--- config.mk ---
export PLATFORM = sky130hd
export DESIGN_NAME = demux_chan_monitor
export DESIGN_NICKNAME = d
export VERILOG_FILES = /design/src/rtl/demux_chan_monitor.sv
export SDC_FILE = /design/constraint.sdc
export NUM_CORES = 1
export LEC_CHECK = 0
export CORE_MARGIN = 2
export CORE_UTILIZATION = 45
export DETAILED_ROUTE_END_ITERATION = 10
export DONT_BUFFER_PORTS = 1
export HOLD_SLACK_MARGIN = 0.12
export SYNTH_ARGS = -nofsm -noshare
export SYNTH_HDL_FRONTEND = slang
export SYNTH_SLANG_ARGS = --single-unit
--- constraint.sdc ---
create_clock -name clk -period 3.4 [get_ports clk]
set_input_delay 0.68 -clock clk [delete_from_list [all_inputs] [get_ports clk]]
set_output_delay 0.68 -clock clk [all_outputs]
set_load 0.1 [all_outputs]
--- src/rtl/demux_chan_monitor.sv ---
// rtl/demux_chan_monitor.sv - per-channel rising-edge monitor for a 1-to-4 demultiplexer
//
// Samples the four demux outputs y0..y3 every enabled clock, counts rising
// edges per channel in saturating counters, decodes the currently active
// channel and flags illegal multi-hot output patterns.
//
// Ports:
//   clk        system clock, all state changes on its rising edge
//   rst        synchronous active-high reset (overrides en and clr)
//   en         sample enable; when low all state holds
//   clr        synchronous clear of counters and sticky flags
//   y0..y3     demux output channels
//   y_q        registered sample {y3,y2,y1,y0}
//   cnt0..cnt3 per-channel rising-edge counts, CW bits, saturating
//   sat        sticky per-channel saturation flags
//   active_ch  index of the single high bit of y_q (0 when not one-hot)
//   active_vld high when exactly one bit of y_q is set
//   err_multi  sticky flag, set when more than one input is sampled high

module demux_chan_monitor #(
  parameter int CW = 8  // counter width, intended range 2..16
) (
  input  logic          clk,
  input  logic          rst,
  input  logic          en,
  input  logic          clr,
  input  logic          y0,
  input  logic          y1,
  input  logic          y2,
  input  logic          y3,
  output logic [3:0]    y_q,
  output logic [CW-1:0] cnt0,
  output logic [CW-1:0] cnt1,
  output logic [CW-1:0] cnt2,
  output logic [CW-1:0] cnt3,
  output logic [3:0]    sat,
  output logic [1:0]    active_ch,
  output logic          active_vld,
  output logic          err_multi
);

  localparam logic [CW-1:0] CNT_MAX = {CW{1'b1}};
  localparam logic [CW-1:0] CNT_ONE = {{(CW-1){1'b0}}, 1'b1};

  logic [3:0]    y_in;
  logic [3:0]    rise;
  logic          multi_hot;
  logic [CW-1:0] cnt_q [4];

  assign y_in = {y3, y2, y1, y0};

  // Edges are judged against the last sampled value, so a pulse that comes
  // and goes while en=0 is never seen.
  assign rise = y_in & ~y_q;

  // Clearing the lowest set bit leaves something only if two or more were set.
  assign multi_hot = |(y_in & (y_in - 4'd1));

  always_ff @(posedge clk) begin
    if (rst) begin
      y_q       <= '0;
      sat       <= '0;
      err_multi <= 1'b0;
      for (int i = 0; i < 4; i++) begin
        cnt_q[i] <= '0;
      end
    end else if (clr) begin
      // Capture the live level even when en=0 so a line already high at
      // clear time does not register as a fresh edge afterwards.
      y_q       <= y_in;
      sat       <= '0;
      err_multi <= 1'b0;
      for (int i = 0; i < 4; i++) begin
        cnt_q[i] <= '0;
      end
    end else if (en) begin
      y_q <= y_in;
      for (int i = 0; i < 4; i++) begin
        if (rise[i]) begin
          if (cnt_q[i] == CNT_MAX) begin
            sat[i] <= 1'b1;
          end else begin
            cnt_q[i] <= cnt_q[i] + CNT_ONE;
          end
        end
      end
      if (multi_hot) begin
        err_multi <= 1'b1;
      end
    end
  end

  assign cnt0 = cnt_q[0];
  assign cnt1 = cnt_q[1];
  assign cnt2 = cnt_q[2];
  assign cnt3 = cnt_q[3];

  // Only a strictly one-hot sample names an active channel.
  always_comb begin
    active_vld = 1'b0;
    active_ch  = 2'd0;
    case (y_q)
      4'b0001: begin active_vld = 1'b1; active_ch = 2'd0; end
      4'b0010: begin active_vld = 1'b1; active_ch = 2'd1; end
      4'b0100: begin active_vld = 1'b1; active_ch = 2'd2; end
      4'b1000: begin active_vld = 1'b1; active_ch = 2'd3; end
      default: begin active_vld = 1'b0; active_ch = 2'd0; end
    endcase
  end

endmodule

==> results of run 1 <==
## final cells by class
cell class / instances / area share
Clock buffer: 5 / 0.0274
Clock inverter: 3 / 0.0259
Inverter: 5 / 0.00747
Multi-Input combinational cell: 153 / 0.383
Sequential cell: 41 / 0.423
Tap cell: 52 / 0.0259
Timing Repair Buffer: 36 / 0.108
## power groups by stage
stage	logic (uW)	clock network [uW]	registers (uW)
after global routing	274	483	570
after CTS	264	467	567
after detailed placement	263	0	579
final	262	458	567
after floorplan	84.4	0	711
after global placement	260	0	578
## sequential cells by signal, summed over array words and instances, names as in the netlist
register,count
sat,4
err_multi,1
cnt_q,32
y_q,4
## routing by layer
layer | up-vias | routed length [um] | track usage
met5 | - | 0 | 0
met4 | 0 | 57 | 0.0503
met3 | 5 | 401 | 0.0661
met2 | 57 | 2110 | 0.297
met1 | 755 | 1880 | 0.236
li1 | 806 | - | -
## kinds of logic (layout without fill, tap and decap cells)
group / Yosys count / count (layout) / synth area share
adders and majority gates: 5 / 5 / 0.0291
AOI/OAI and AO/OA: 34 / 34 / 0.108
xor gates and xnor gates: 21 / 21 / 0.0891
muxes: 1 / 1 / 0.00485
buffers and inverters: 13 / 49 / 0.0327
and+or+nand+nor: 92 / 92 / 0.222
DFF: 41 / 41 / 0.514
## worst min-delay path by stage
| stage | startpoint | to | slack [ns] | depth (start not counted) |
|---|---|---|---|---|
| 2_1_floorplan | rst | y_q[0]$_SDFFE_PP0P_ | 0.75 | 1 |
| 6_report | rst | y_q[2]$_SDFFE_PP0P_ | 0.45 | 1 |
| 3_5_place_dp | cnt_q[2][5]$_SDFFE_PP0P_ | cnt_q[2][5]$_SDFFE_PP0P_ | 0.56 | 1 |
| 4_1_cts | rst | y_q[2]$_SDFFE_PP0P_ | 0.44 | 1 |
| 3_3_place_gp | cnt_q[2][5]$_SDFFE_PP0P_ | cnt_q[2][5]$_SDFFE_PP0P_ | 0.55 | 1 |
| 5_1_grt | rst | y_q[2]$_SDFFE_PP0P_ | 0.43 | 1 |
## critical path: stages, from the launching register on
cell     delay (ns)
dfxtp_1        0.54
buf_4          0.37
o21ai_0        0.11
o21ai_0        0.13
o21ai_2        0.07
buf_4          0.24
## per-stage QoR
| stage | hold WS (ns) | worst slack [ns] | cell area (um2) | total power, uW | setup TNS [ns] |
|---|---|---|---|---|---|
| after floorplan | 0.749 | -0.0570 | 2070 | 796 | -0.0570 |
| after global placement | 0.554 | 1.24 | 2380 | 838 | 0 |
| after detailed placement | 0.561 | 1.16 | 2380 | 841 | 0 |
| after CTS | 0.438 | 0.946 | 2510 | 1300 | 0 |
| after global routing | 0.431 | 0.822 | 2510 | 1330 | 0 |
| final | 0.447 | 0.973 | 2510 | 1290 | 0 |
## cells in the final DEF (no fill, tap or decap), types with 3 or more instances in the layout
| master | Yosys | final |
|---|---|---|
| buf_4 | 0 | 36 |
| nor2_1 | 32 | 32 |
| edfxtp_1 | 24 | 24 |
| nand2_1 | 19 | 19 |
| dfxtp_1 | 17 | 17 |
| xor2_1 | 14 | 14 |
| nand3_1 | 11 | 11 |
| o21ai_0 | 10 | 9 |
| a21oi_1 | 9 | 9 |
| xnor2_1 | 7 | 7 |
| inv_1 | 5 | 5 |
| o211ai_1 | 5 | 5 |
| o31ai_1 | 5 | 5 |
| clkbuf_8 | 0 | 5 |
| ha_1 | 4 | 4 |
| nand4_1 | 3 | 3 |
| or2_1 | 3 | 3 |
| nor3_1 | 5 | 3 |
| and3_1 | 3 | 3 |
==> summary.md, run 1 <==
| Metric | Value |
|---|---|
| Post-synth ARST share | 0 |
| Reg2reg path depth | 4 |
| Num rows | 24 |
| Final #Nets | 254 |
| R2R Setup Slk | 1.17 ns |
| Final min period | 2.43 ns |
| DRC Markers | 0 |
| Diodes inserted | 0 |
| Worst Path Required | 2.72 ns |
| Fin. Hold Viols | 0 |
| Layout cells sized above 1 | 0.218 |
| Core area | 4380 um2 |
| Beginning of the worst register-to-register path | cnt_q[0][6]$_SDFFCE_PN0P_ |
| Vias in the first global route | 1578 |
| Area occupied by multi-input gates | 962 um2 |
| Reg power frac | 0.440 |
| Starting Density | 0.471 |
| Max_cap viols | 0 |
| Final setup viols | 0 |
| Global-route wire length before repair | 7470 um |
| Main synth FF type | edfxtp_1 |
| GRT Util Overall | 0.185 |
| EDFF count, synth | 24 |
| Area Growth Syn to Fin | 21.6% |
| RSZ-0062 raised after global routing | false |
| Type of the worst setup path | reg -> out |
| YS warnings | 0 |
| PortBufs | 0 |
| WL final | 4450 um |
| Dominant cell type by area after synthesis | edfxtp_1 |
| Post-synth top cells | 32 x nor2_1, 24 x edfxtp_1, 19 x nand2_1 |
| Distinct cells, synth | 39 |
| Vias per cell | 5.50 |
| Highest clock rate | 0.412 GHz |
| Peak supply drop | 289 uV |
| Sequential share of the synthesized area | 0.514 |
| # resized after CTS | 0 |
| H-tree depth | 2 |
| Yosys top cell area share | 0.349 |
| Nature of the critical path startpoint | register |
| Routed len/inst | 15.1 um |
| Yosys reg bits | 41 |
| Vert. Die Dim | 71.7 um |
| Syn_nets | 219 |
| Num CTS Buffers | 5 |
| Critical-path maximum fanout | 6 |
| Hold crit path type | in -> reg |
| Clock Tree Buf Depth | 2 |
| Status | completed |
| Die Span X | 71.7 um |
| Initial DRC Count | 135 |
| Post-DP HPWL | 3400 um |
| Fillers | 379 |
| Final Cycle Share | 0.714 |
| Synthesized instance count | 207 |
| Largest cells by area after synthesis | edfxtp_1 35%, dfxtp_1 16%, xor2_1 5.9% |
| Setup bufs post-CTS | 0 |
| Post-synth design cell area | 2060 um2 |
| R2r endpoint | cnt_q[0][0]$_SDFFCE_PN0P_ |
| Logic gate share of total power | 0.204 |
| Avg Synthesized Cell Area | 9.97 um2 |
| Clock skew | 0.00453 ns |
| Via count | 1623 |
| # IOs | 52 |
| Fin. max-slew vios | 0 |
| Internal power | 884 uW |
| Count leader, synth | nor2_1 |
| CTS tree | yes |
| Utilization after layout | 0.573 |
| Worst setup path startpoint | y_q[0]$_SDFFE_PP0P_ |
| Setup crit end | active_vld |
| Clock root buffer | clkbuf_8 |
| Leakage | 0.000951 uW |
| Remaining antenna violation count | 0 |
| Slew of the pin with the lowest slew margin | 1.02 ns |
| Drt first pass iters | 4 |
| Hold_buf cts | 0 |
| Grt ovf | 0 |
| Clock Latency Late Sink | 0.29 ns |
| Die area | 5150 um2 |
| Power Dens Cells | 513 nW/um2 |
| Cells after DPL | 287 |
| Initial antenna violation count | 0 |
| RePlAce Congestion | 0.826 |
| Critical path data arrival time | 1.75 ns |
| TritonCTS sink count | 41 |
| Largest net degree at the start of global routing | 14 |
| Final Non-Filler Cells | 295 |
| CP endpoint kind | output pin |
| Reg area | 1060 um2 |
| Slew HR | 0.318 |
| Switching share of power | 0.313 |
| CTS clock-pin slew for the worst setup and hold paths | 0.08 ns |
| Clock power frac | 0.356 |
| Switching power | 404 uW |
Power figures use the tool's default switching activity.
==> run 2: changes to the inputs <==
==> constraint.sdc (replaced) <==
create_clock -name clk -period 2 [get_ports clk]
set_input_delay 0.4 -clock clk [delete_from_list [all_inputs] [get_ports clk]]
set_output_delay 0.4 -clock clk [all_outputs]
set_load 0.1 [all_outputs]
==> run 2 against run 1 <==
Net effect: wire length decreased by 4.5%; die area stayed put; clock power rose by 15%; highest routed layer unchanged; sequential share of layout area fell by 1.6 points.
==> summary.md, run 2 (same netlist as run 1, synthesis figures left out) <==
| Metric | Value |
|---|---|
| Setup bufs post-CTS | 0 (unchanged) |
| Clock power frac | 0.266 (-0.090) |
| Status | completed |
| CTS tree | yes |
| RSZ-0062 raised after global routing | false |
| Utilization after layout | 0.606 (+0.0334) |
| H-tree depth | 2 (unchanged) |
| Switching power | 700 uW (+73%) |
| Vias in the first global route | 1554 (-1.5%) |
| GRT Util Overall | 0.178 (-0.00655) |
| Commonest cells after routing, fill and taps aside | 41 x buf_4, 32 x nor2_1, 24 x edfxtp_1, 16 x nand2_1, 14 x xor2_1 |
| Internal power | 1280 uW (+45%) |
| Critical path data arrival time | 1.52 ns (-0.23 ns) |
| Reg power frac | 0.495 (+0.055) |
| Final #Nets | 262 (+3.1%) |
| Final setup viols | 0 (unchanged) |
| Fillers | 391 (+3.2%) |
| WL final | 4250 um (-4.5%) |
| Max_cap viols | 0 (unchanged) |
| Critical-path maximum fanout | 7 (+1) |
| Logic gate share of total power | 0.239 (+0.035) |
| Hold_buf cts | 0 (unchanged) |
| Commonest non-fill, non-tap cell in the layout | buf_4 |
| # IOs | 52 (unchanged) |
| Diodes inserted | 0 (unchanged) |
| Layout cells sized above 1 | 0.323 (+0.105) |
| RePlAce Congestion | 0.826 (unchanged) |
| Initial antenna violation count | 0 (unchanged) |
| Routed len/inst | 14.0 um (-7.1%) |
| Nature of the critical path startpoint | register |
| Core area | 4380 um2 (unchanged) |
| PortBufs | 0 (unchanged) |
| CTS clock-pin slew for the worst setup and hold paths | 0.08 ns (about the same) |
| Peak supply drop | 336 uV (+16%) |
| # resized after CTS | 0 (unchanged) |
| TritonCTS sink count | 41 (unchanged) |
| Vias per cell | 5.36 (-2.6%) |
| Area occupied by multi-input gates | 1040 um2 (+7.9%) |
| Clock root buffer | clkbuf_8 |
| Highest clock rate | 0.522 GHz |
| Final min period | 1.92 ns |
| Num rows | 24 (unchanged) |
| Worst Path Required | 1.60 ns (-1.12 ns) |
| Slew HR | 0.690 (+0.372) |
| Fin. max-slew vios | 0 (unchanged) |
| Slew of the pin with the lowest slew margin | 0.462 ns (-0.559 ns) |
| Global-route wire length before repair | 7210 um (-3.5%) |
| Grt ovf | 0 (unchanged) |
| Biggest regs | cnt_q: 32 flops, sat: 4 flops, y_q: 4 flops |
| Total power | 1980 uW (+54%) |
| Hold crit path type | in -> reg |
| Num CTS Buffers | 5 (unchanged) |
| Clock Tree Buf Depth | 2 (unchanged) |
| Vert. Die Dim | 71.7 um (unchanged) |
| Type of the worst setup path | reg -> out |
| Area Growth Syn to Fin | 28.7% |
| Post-DP HPWL | 3330 um (-1.8%) |
| Drt first pass iters | 4 (unchanged) |
| Setup TNS | 0 ns (unchanged) |
| Largest net degree at the start of global routing | 14 (unchanged) |
| CP endpoint kind | output pin |
| Power Dens Cells | 745 nW/um2 (+45%) |
| Reg area | 1080 um2 (+1.9%) |
| Via count | 1624 (+0.062%) |
| Starting Density | 0.471 (unchanged) |
| Cells after DPL | 295 (+2.8%) |
| Final Non-Filler Cells | 303 (+2.7%) |
| Largest register FFs | 32 (unchanged) |
| Final Cycle Share | 0.958 |
| Remaining antenna violation count | 0 (unchanged) |
| Clock skew | 0.00960 ns (+0.00506 ns) |
| Initial DRC Count | 107 (-21%) |
| DRC Markers | 0 (unchanged) |
| Most flops, register | cnt_q |
| Fin. Hold Viols | 0 (unchanged) |
| Switching share of power | 0.353 (+0.0398) |
| Leakage | 0.000991 uW (+4.2%) |
| Die Span X | 71.7 um (unchanged) |
| Clock Latency Late Sink | 0.29 ns (about the same) |
| Die area | 5150 um2 (unchanged) |
[run 2: cell count changes in the layout (fill, tap and decap cells not counted), sizes merged]
cell      change
buf           +8
bufinv        -2
clkinv        +1
clkinvlp      +1
[run 2: final timing paths]
check,from,endpoint,slack (ns),cells past startpoint
worst min-delay path,rst,y_q[3]$_SDFFE_PP0P_,0.16,1
worst max register to register,y_q[1]$_SDFFE_PP0P_,cnt_q[1][7]$_SDFFCE_PN0P_,0.35,4
worst max-delay path,y_q[3]$_SDFFE_PP0P_,active_ch[0],0.08,3
worst min register to register,sat[3]$_SDFFE_PP0P_,sat[3]$_SDFFE_PP0P_,0.48,2
[run 2: power by group through the flow]
stage	Combinational, uW	Sequential, uW	Clock [uW]
after floorplan	166	1210	0
after global placement	471	998	0
after detailed placement	475	1000	0
after CTS	477	981	537
after global routing	492	987	566
final	473	980	526
[run 2: stage by stage]
stage | area [um2] | hold slack, ns | setup slack (ns)
5_1_grt | 2660 | 0.152 | 0.0186
4_1_cts | 2660 | 0.152 | 0.0696
6_report | 2660 | 0.156 | 0.0838
3_5_place_dp | 2570 | 0.466 | 0.304
2_1_floorplan | 2210 | 0.459 | -0.212
3_3_place_gp | 2570 | 0.463 | 0.344
[run 2: per-layer routing]
layer / vias up / track usage / part of all wire
met2: 41 / 0.294 / 0.51
met1: 752 / 0.227 / 0.41
li1: 825 / - / -
met3: 6 / 0.0563 / 0.068
met5: - / 0 / 0
met4: 0 / 0.0482 / 0.012
[run 2: worst max-delay path: stages (launching register included)]
cell,delay (ns)
dfxtp_4,0.61
xnor2_1,0.17
nor3_4,0.24
buf_12,0.20
[run 2: layout make-up]
type,instances,area share
flip-flops and latches,41,0.407
multi-input cells,153,0.391
repair buffers,44,0.138
clock buffers,5,0.0259
well taps,52,0.0245
inverters,5,0.00706
clock inverters,3,0.00659
==> run 3: changes to the inputs <==
--- a/config.mk
+++ b/config.mk
@@ -9,7 +9,6 @@
 export CORE_UTILIZATION = 45
 export DETAILED_ROUTE_END_ITERATION = 10
 export DONT_BUFFER_PORTS = 1
-export HOLD_SLACK_MARGIN = 0.12
 export SYNTH_ARGS = -nofsm -noshare
 export SYNTH_HDL_FRONTEND = slang
 export SYNTH_SLANG_ARGS = --single-unit
==> results of run 3 <==
Same layout as run 2: the final DEF is identical, and so are final timing and power.
